--- src/rtl/imem_uart_loader.sv ---
// ============================================================================
//  Module   : imem_uart_loader
//  Purpose  : Loads a program image received over an 8N1 UART into
//             instruction memory and holds the CPU in reset until it is done.
//  Revision : 1.0 - initial release
// ============================================================================
`default_nettype none

module imem_uart_loader #(
  parameter int          CLKS_PER_BIT = 868,
  parameter logic [31:0] BASE_ADDR    = 32'h0000_0000,
  parameter int          IMEM_WORDS   = 256
) (
  input  logic        clk,
  input  logic        reset_n,
  input  logic        uart_rx,
  output logic        imem_we,
  output logic [31:0] imem_addr,
  output logic [31:0] imem_data,
  output logic        cpu_reset_n,
  output logic        load_done,
  output logic        load_err
);

  localparam int CNT_W = (CLKS_PER_BIT > 1) ? $clog2(CLKS_PER_BIT) : 1;
  localparam int IDX_W = $clog2(IMEM_WORDS + 1);

  localparam logic [CNT_W-1:0] c_bit_last  = CNT_W'(CLKS_PER_BIT - 1);
  localparam logic [CNT_W-1:0] c_half_last = CNT_W'(CLKS_PER_BIT / 2 - 1);
  localparam logic [31:0]      c_capacity  = 32'(IMEM_WORDS);

  localparam logic [2:0] RX_IDLE  = 3'd0;
  localparam logic [2:0] RX_START = 3'd1;
  localparam logic [2:0] RX_DATA  = 3'd2;
  localparam logic [2:0] RX_STOP  = 3'd3;
  localparam logic [2:0] RX_WAIT  = 3'd4;

  localparam logic [2:0] L_LEN0 = 3'd0;
  localparam logic [2:0] L_LEN1 = 3'd1;
  localparam logic [2:0] L_DATA = 3'd2;
  localparam logic [2:0] L_DONE = 3'd3;
  localparam logic [2:0] L_ERR  = 3'd4;

  logic             r_rx_meta;
  logic             r_rx_sync;
  logic [2:0]       r_rx_state;
  logic [CNT_W-1:0] r_cnt;
  logic [2:0]       r_bit_idx;
  logic [7:0]       r_rx_byte;
  logic             r_byte_valid;
  logic             r_frame_err;

  logic [2:0]       r_ld_state;
  logic [15:0]      r_count;
  logic [IDX_W-1:0] r_index;
  logic [1:0]       r_byte_sel;
  logic [31:0]      r_word;
  logic             r_we;
  logic [31:0]      r_addr;
  logic [31:0]      r_data;

  logic [15:0]      w_len;
  logic [31:0]      w_index_ext;

  assign w_len       = {r_rx_byte, r_count[7:0]};
  assign w_index_ext = 32'(r_index);

  // Synchronizer idles high so a reset does not look like a start bit.
  always_ff @(posedge clk or negedge reset_n) begin
    if (!reset_n) begin
      r_rx_meta <= 1'b1;
      r_rx_sync <= 1'b1;
    end else begin
      r_rx_meta <= uart_rx;
      r_rx_sync <= r_rx_meta;
    end
  end

  always_ff @(posedge clk or negedge reset_n) begin
    if (!reset_n) begin
      r_rx_state   <= RX_IDLE;
      r_cnt        <= '0;
      r_bit_idx    <= 3'd0;
      r_rx_byte    <= 8'h00;
      r_byte_valid <= 1'b0;
      r_frame_err  <= 1'b0;
    end else begin
      r_byte_valid <= 1'b0;
      r_frame_err  <= 1'b0;
      case (r_rx_state)
        RX_IDLE: begin
          if (!r_rx_sync) begin
            r_rx_state <= RX_START;
            r_cnt      <= '0;
          end
        end
        RX_START: begin
          // Re-check the line half a bit in; a short glitch returns to idle.
          if (r_cnt == c_half_last) begin
            r_cnt <= '0;
            if (!r_rx_sync) begin
              r_rx_state <= RX_DATA;
              r_bit_idx  <= 3'd0;
            end else begin
              r_rx_state <= RX_IDLE;
            end
          end else begin
            r_cnt <= r_cnt + 1'b1;
          end
        end
        RX_DATA: begin
          if (r_cnt == c_bit_last) begin
            r_cnt     <= '0;
            r_rx_byte <= {r_rx_sync, r_rx_byte[7:1]};
            r_bit_idx <= r_bit_idx + 3'd1;
            if (r_bit_idx == 3'd7) begin
              r_rx_state <= RX_STOP;
            end
          end else begin
            r_cnt <= r_cnt + 1'b1;
          end
        end
        RX_STOP: begin
          if (r_cnt == c_bit_last) begin
            r_cnt <= '0;
            if (r_rx_sync) begin
              r_byte_valid <= 1'b1;
              r_rx_state   <= RX_IDLE;
            end else begin
              r_frame_err <= 1'b1;
              r_rx_state  <= RX_WAIT;
            end
          end else begin
            r_cnt <= r_cnt + 1'b1;
          end
        end
        RX_WAIT: begin
          if (r_rx_sync) begin
            r_rx_state <= RX_IDLE;
          end
        end
        default: r_rx_state <= RX_IDLE;
      endcase
    end
  end

  always_ff @(posedge clk or negedge reset_n) begin
    if (!reset_n) begin
      r_ld_state <= L_LEN0;
      r_count    <= 16'h0000;
      r_index    <= '0;
      r_byte_sel <= 2'd0;
      r_word     <= 32'h0;
      r_we       <= 1'b0;
      r_addr     <= 32'h0;
      r_data     <= 32'h0;
    end else begin
      r_we <= 1'b0;
      case (r_ld_state)
        L_LEN0: begin
          if (r_frame_err) begin
            r_ld_state <= L_ERR;
          end else if (r_byte_valid) begin
            r_count[7:0] <= r_rx_byte;
            r_ld_state   <= L_LEN1;
          end
        end
        L_LEN1: begin
          if (r_frame_err) begin
            r_ld_state <= L_ERR;
          end else if (r_byte_valid) begin
            r_count <= w_len;
            if (w_len == 16'h0000) begin
              r_ld_state <= L_DONE;
            end else if ({16'h0000, w_len} > c_capacity) begin
              r_ld_state <= L_ERR;
            end else begin
              r_ld_state <= L_DATA;
              r_index    <= '0;
              r_byte_sel <= 2'd0;
            end
          end
        end
        L_DATA: begin
          if (r_frame_err) begin
            r_ld_state <= L_ERR;
          end else if (r_we && (w_index_ext == {16'h0000, r_count})) begin
            // Index was bumped with the strobe, so this is the final word.
            r_ld_state <= L_DONE;
          end else if (r_byte_valid) begin
            r_word     <= {r_rx_byte, r_word[31:8]};
            r_byte_sel <= r_byte_sel + 2'd1;
            if (r_byte_sel == 2'd3) begin
              r_we    <= 1'b1;
              r_addr  <= BASE_ADDR + (w_index_ext << 2);
              r_data  <= {r_rx_byte, r_word[31:8]};
              r_index <= r_index + 1'b1;
            end
          end
        end
        L_DONE: r_ld_state <= L_DONE;
        L_ERR:  r_ld_state <= L_ERR;
        default: r_ld_state <= L_ERR;
      endcase
    end
  end

  assign imem_we     = r_we;
  assign imem_addr   = r_addr;
  assign imem_data   = r_data;
  assign load_done   = (r_ld_state == L_DONE);
  assign cpu_reset_n = (r_ld_state == L_DONE);
  assign load_err    = (r_ld_state == L_ERR);

endmodule

`default_nettype wire

--- config.mk ---
export PLATFORM = sky130hd
export DESIGN_NAME = imem_uart_loader
export DESIGN_NICKNAME = d
export VERILOG_FILES = /design/src/rtl/imem_uart_loader.sv
export SDC_FILE = /design/constraint.sdc
export NUM_CORES = 1
export LEC_CHECK = 0
export CAP_MARGIN = 20
export CORE_UTILIZATION = 30
export DETAILED_ROUTE_END_ITERATION = 12
export PLACE_DENSITY_LB_ADDON = 0.08
export SYNTH_ARGS = -nofsm -noshare
export SYNTH_HDL_FRONTEND = slang
export SYNTH_SLANG_ARGS = --single-unit
--- constraint.sdc ---
create_clock -name clk -period 4 [get_ports clk]
set_clock_uncertainty 0.05 [all_clocks]
set_input_delay 0.4 -clock clk [delete_from_list [all_inputs] [get_ports clk]]
set_output_delay 0.4 -clock clk [all_outputs]
set_load 0.02 [all_outputs]
After elaboration in Yosys (flattened, before gate mapping)
Cells that the tools add are included.
- $lt $le $gt $ge: 1
- reduce and logical (&&, ||, !) cells: 19
- equal/unequal tests: 31
- add/sub/neg operators: 4
- muxes and demuxes: 58
- bitwise gates (word level): 3
- operators with widths (operator ; number):
    two-way mux 9 bit ; 8
    two-way mux 3 bit ; 18
    two-way mux 10 bit ; 3
    inequality test 2 bit (second input constant) ; 15
    one-hot mux 10 bit (3 select lines) ; 1
    two-way mux 8 bit ; 3
    one-hot mux 9 bit (2 select lines) ; 1
    equality test 9 x 16 -> 1 bit ; 1
    greater-than comparator 16 x 9 -> 1 bit (second input constant) ; 1
    zero test 16 bit ; 1
    two-way mux 2 bit ; 8
    one-hot mux 8 bit (2 select lines) ; 1
    one-hot mux 3 bit (5 select lines) ; 1
    equality test 3 x 2 -> 1 bit (second input constant) ; 4
    one-hot mux 3 bit (4 select lines) ; 1
    AND reduction 4 bit ; 3
    two-way mux 1 bit ; 11
    adder 10 x 1 -> 10 bit (second input constant) ; 1
    equality test 10 bit (second input constant) ; 1
    equality test 10 x 9 -> 1 bit (second input constant) ; 1
    adder 9 x 1 -> 9 bit (second input constant) ; 1
    equality test 3 bit (second input constant) ; 3
    inequality test 3 bit (second input constant) ; 3
    AND reduction 9 bit ; 1
    17 further kinds ; 24
- logic and storage cells: 133
- input port bits: 3
- output and inout port bits: 68
- register bits: 132

Depth between registers and ports, before layout
- depth in word-level cells: 6
- depth in mapped cells: 8
- mapped depth without buffers: 7

Worst setup path before layout
OpenSTA, ideal clock, no wires.
- path type: register to register
- from: register r_cnt[3]
- to: register r_rx_byte[0]
- data required time: 3.825 ns
- clock period less this slack: 2.271 ns
- stages on the path, launching flop included: 8
- data arrival time: 2.096 ns
- setup time: 0.125 ns
- path buffers: 2
- path slack: 1.729 ns
- cell sequence: dfrtp_1 > or3b_4 > or3_4 > buf_6 > or2_4 > nor2_4 > buf_12 > mux2_4
- word-level cells in the longest chain between the ends: 2
- RTL lines (what ; RTL line ; source):
    start, declared ; 47 ; logic [CNT_W-1:0] r_cnt;
    start signal, assigned ; 108 ; r_cnt <= r_cnt + 1'b1;
    start signal, assigned ; 120 ; r_cnt <= r_cnt + 1'b1;
    start signal, assigned ; 134 ; r_cnt <= r_cnt + 1'b1;
    equality test 10 bit ; 112 ; if (r_cnt == c_bit_last) begin
    AND reduction 2 bit (no source line) ; n/a ;
    end signal, assigned ; 114 ; r_rx_byte <= {r_rx_sync, r_rx_byte[7:1]};
    end, declared ; 49 ; logic [7:0] r_rx_byte;
Every way passes these cells.
A chain may end at the register's enable or synchronous reset.

Final worst setup path
- from: register r_ld_state[0]
- to: register r_data[2] (netlist: imem_data[2])
- word-level cells in the longest chain between the ends: 2
- RTL lines (what ; RTL line ; source):
    start, declared ; 53 ; logic [2:0] r_ld_state;
    start signal, assigned ; 149 ; r_ld_state <= L_LEN0;
    start signal, assigned ; 162 ; r_ld_state <= L_ERR;
    start signal, assigned ; 165 ; r_ld_state <= L_LEN1;
    equality test 3 x 2 -> 1 bit ; 159 ; case (r_ld_state)
    AND reduction 5 bit (no source line) ; n/a ;
    end signal, assigned ; 196 ; r_data <= {r_rx_byte, r_word[31:8]};
    end, declared ; 60 ; logic [31:0] r_data;
Every way passes these cells.

==> flow_results.xml <==
<?xml version="1.0" encoding="UTF-8"?>
<metrics>
  <group name="cts">
    <metric name="cts-htree-levels" unit="">4</metric>
    <metric name="cts_post_setup_buffers_inserted" unit="">0</metric>
    <metric name="cts_hold_repair.buffers" unit="">0</metric>
    <metric name="cts_tree" unit="">built</metric>
    <metric name="tritoncts.num_buffers" unit="">17</metric>
    <metric name="clk-insertion-delay-late" unit="ns">0.41</metric>
    <metric name="clk_root_buffer_cell" unit="">sky130_fd_sc_hd__clkbuf_16</metric>
    <metric name="cts_repair_resize_count" unit="">0</metric>
    <metric name="cts_num_sinks" unit="">124</metric>
    <metric name="clockBufferDepth" unit="">2</metric>
    <metric name="path_clk_slew" unit="ns">0.06</metric>
  </group>
  <group name="timing">
    <metric name="achievable-frequency" unit="MHz">390.1</metric>
    <metric name="final.setup.tns" unit="ns">0</metric>
    <metric name="setup_viol" unit="">0</metric>
    <metric name="final_min_period_over_clock_period" unit="">0.6409</metric>
    <metric name="slew_headroom" unit="">0.3235</metric>
    <metric name="worst_slew_pin_slew" unit="ns">0.9891</metric>
    <metric name="timing.final.ws_setup" unit="ns">1.437</metric>
    <metric name="report.final.hold_viol_count" unit="">0</metric>
    <metric name="layout_min_cycle_time" unit="ns">2.563</metric>
    <metric name="timing.final.max_slew_violations" unit="">0</metric>
    <metric name="rsz_0062_raised_after_global_routing" unit="">no</metric>
  </group>
  <group name="critical_path">
    <metric name="cpMostUsedCell" unit="">sky130_fd_sc_hd__buf_4</metric>
    <metric name="required_arrival_time_at_the_worst_endpoint" unit="ns">4.25</metric>
    <metric name="setup.worst_path.class" unit="">reg -&gt; reg</metric>
    <metric name="worst_ep_arrival_time" unit="ns">2.81</metric>
    <metric name="maximum_fanout_along_the_worst_path" unit="">43</metric>
    <metric name="startpoint_type" unit="">register</metric>
    <metric name="setup.worst_path.start" unit="">r_ld_state[0]</metric>
    <metric name="worst_path_max_delay_cell" unit="">sky130_fd_sc_hd__buf_4</metric>
    <metric name="rr_startpoint" unit="">r_ld_state[0]</metric>
    <metric name="crit_path_cell_trace" unit="">nor3b_1 &gt; buf_4 &gt; and2_1 &gt; nand2_1 &gt; nor2_4 &gt; buf_4 &gt; mux2_2</metric>
    <metric name="worst-r2r-cell-count" unit="">7</metric>
    <metric name="max_stage_delay" unit="ns">0.51</metric>
    <metric name="setup.worst_path.end_class" unit="">register</metric>
  </group>
  <group name="routing">
    <metric name="detail_route.vias_per_cell" unit="">4.866</metric>
    <metric name="drt-total-wl" unit="um">11800</metric>
    <metric name="firstDrtPassIters" unit="">4</metric>
    <metric name="remaining_drc_errors" unit="">0</metric>
    <metric name="antenna_violating_nets_post_route" unit="">0</metric>
    <metric name="drt_iter0_drc" unit="">117</metric>
    <metric name="detail_route.wl_per_cell" unit="um">16.12</metric>
    <metric name="vias" unit="">3562</metric>
  </group>
  <group name="grt">
    <metric name="grt_max_degree" unit="">70</metric>
    <metric name="globalRouteOverflowTotal" unit="">0</metric>
    <metric name="grt_util_all_layers" unit="">0.1321</metric>
    <metric name="antenna_found_initial" unit="">0</metric>
    <metric name="grt_first_pass_wirelength" unit="um">19970</metric>
    <metric name="first_global_vias" unit="">3738</metric>
  </group>
  <group name="die">
    <metric name="die_x" unit="um">139.6</metric>
    <metric name="die_height" unit="um">139.6</metric>
    <metric name="area_of_the_core_region" unit="um^2">18270</metric>
    <metric name="ios" unit="">71</metric>
    <metric name="die-area" unit="um^2">19480</metric>
    <metric name="initial_utilization" unit="">0.3107</metric>
    <metric name="core.rowCount" unit="">49</metric>
  </group>
  <group name="place">
    <metric name="postPlaceCellArea" unit="um^2">6247</metric>
    <metric name="port_buffers" unit="">47</metric>
    <metric name="place_congestion" unit="">0.7901</metric>
    <metric name="dp.final_hpwl" unit="um">7725</metric>
    <metric name="preCtsSetupSlack" unit="ns">1.396</metric>
  </group>
  <group name="synth">
    <metric name="netlist_top_cells_count" unit="">sky130_fd_sc_hd__dfrtp_1, sky130_fd_sc_hd__mux2_2, sky130_fd_sc_hd__buf_4, sky130_fd_sc_hd__nand2_1, sky130_fd_sc_hd__nor2_1</metric>
    <metric name="async_reset_ff_frac" unit="">1.000</metric>
    <metric name="synth_edf_count" unit="">0</metric>
    <metric name="synth-seq-area-share" unit="">0.5471</metric>
    <metric name="synth_top_cell_by_area" unit="">sky130_fd_sc_hd__dfrtp_1</metric>
    <metric name="synth_top_area_share" unit="">0.5378</metric>
    <metric name="yosys.cell_count.top_type" unit="">sky130_fd_sc_hd__dfrtp_1</metric>
    <metric name="avgSynthCellArea" unit="um^2">12.87</metric>
    <metric name="synth_ff_type" unit="">sky130_fd_sc_hd__dfrtp_1</metric>
    <metric name="synth.area.top_cells" unit="">sky130_fd_sc_hd__dfrtp_1, sky130_fd_sc_hd__mux2_2, sky130_fd_sc_hd__buf_4</metric>
    <metric name="netlist-cell-type-count" unit="">59</metric>
    <metric name="synthesis.area" unit="um^2">5677</metric>
    <metric name="synth-warning-count" unit="">0</metric>
    <metric name="postSynthCellCount" unit="">441</metric>
    <metric name="synth_seq_cells" unit="">124</metric>
  </group>
  <group name="final_layout">
    <metric name="drive_gt1_frac" unit="">0.2883</metric>
    <metric name="diodes" unit="">0</metric>
    <metric name="layout.filler_cells" unit="">1755</metric>
    <metric name="utilization" unit="">0.3750</metric>
    <metric name="final_nets" unit="">499</metric>
    <metric name="post_route_standard_cell_area_excluding_fillers" unit="um^2">6852</metric>
    <metric name="syn2layout_area_growth" unit="%">20.70</metric>
  </group>
  <group name="run">
    <metric name="drv_cap" unit="">0</metric>
  </group>
  <group name="power">
    <metric name="peakVddDrop" unit="V">0.0002824</metric>
    <metric name="pwr_density_cell" unit="nW/um^2">418.8</metric>
    <metric name="fin_total_pwr" unit="mW">2.869</metric>
    <metric name="leakage" unit="nW">3.259</metric>
  </group>
  <group name="run_status">
    <metric name="outcome" unit="">completed</metric>
  </group>
  <group name="worst_hold_path">
    <metric name="hold_path.class" unit="">in -&gt; async</metric>
  </group>
</metrics>
[per-stage QoR]
stage                     hold slack [ns]  cells
after floorplan                   0.05441    463
after global placement             0.2958    700
after detailed placement           0.2993    700
after CTS                         0.09872    732
after global routing               0.1435    732
final                             0.06834    732
[flip-flops by register name, indices dropped and copies added (netlist names), 8 cells and up]
| name | flops |
|---|---|
| r_rx_byte | 8 |
| r_index | 9 |
| imem_addr | 9 |
| r_word | 24 |
| r_cnt | 10 |
| r_count | 16 |
| imem_data | 32 |
[kinds of logic after synthesis]
kind of cell,count (synthesis),synth area share
flip-flops,124,0.5471
AND/OR/NAND/NOR,106,0.1109
multiplexers,93,0.1889
AO/OA/AOI/OAI,50,0.06194
buffers and inverters,49,0.05885
XOR/XNOR,12,0.01851
adder cells (fa/ha/maj),6,0.01322
other,1,0.0006606
[critical path: cells and delay by family (launching register included)]
family	cells	cell delay, ns
flip-flops	1	0.50
multiplexers	1	0.40
buffers and inverters	2	0.72
AND/OR/NAND/NOR	4	0.74
[placed cells by master, fill, tap and decap left out, types with 4 or more instances in the layout]
cell type,instances
sky130_fd_sc_hd__conb_1,23
sky130_fd_sc_hd__nor3b_1,5
sky130_fd_sc_hd__o21ai_0,7
sky130_fd_sc_hd__nand4_1,8
sky130_fd_sc_hd__mux2_4,7
sky130_fd_sc_hd__nor4_1,6
sky130_fd_sc_hd__and3_1,5
sky130_fd_sc_hd__ha_1,6
sky130_fd_sc_hd__nand2b_1,5
sky130_fd_sc_hd__inv_6,5
sky130_fd_sc_hd__inv_1,4
sky130_fd_sc_hd__clkdlybuf4s50_1,46
sky130_fd_sc_hd__nor2_1,15
sky130_fd_sc_hd__nand3_1,14
sky130_fd_sc_hd__a21oi_1,8
sky130_fd_sc_hd__and2_1,4
sky130_fd_sc_hd__buf_4,7
sky130_fd_sc_hd__a21o_1,8
sky130_fd_sc_hd__mux2_2,85
sky130_fd_sc_hd__clkbuf_16,17
sky130_fd_sc_hd__xnor2_1,10
sky130_fd_sc_hd__nand2_1,17
sky130_fd_sc_hd__o41ai_1,5
sky130_fd_sc_hd__dfrtp_1,122
[final timing paths]
path,slack (ns),endpoint
min,0.07,r_byte_sel[0]
min reg2reg,0.31,r_rx_sync
max,1.44,imem_data[2]
min in group clk,0.31,r_rx_sync
max in group asynchronous,2.91,r_rx_byte[0]
max reg2reg,1.44,imem_data[2]
[report_power, final]
| group | internal [mW] | switching, mW |
|---|---|---|
| Sequential | 1.26 | 0.00131 |
| Clock | 0.942 | 0.622 |
| Combinational | 0.00307 | 0.0441 |
[metal layers]
layer	up-vias	share of wire	track usage
met5	-	0	0
met4	0	0.018	0.05321
met3	17	0.035	0.03648
met2	65	0.49	0.2150
met1	1829	0.46	0.1659
li1	1651	-	-
[cell type report]
| type | instances | area, um^2 | area share |
|---|---|---|---|
| timing repair buffer | 53 | 513.0 | 0.07487 |
| clock inverter | 15 | 178.9 | 0.02611 |
| inverter | 4 | 15.01 | 0.002191 |
| sequential | 124 | 3105 | 0.4533 |
| clock buffer | 17 | 425.4 | 0.06209 |
| multi-input combinational | 290 | 2327 | 0.3397 |
| tap | 229 | 286.5 | 0.04182 |
Power figures use the tool's default switching activity.
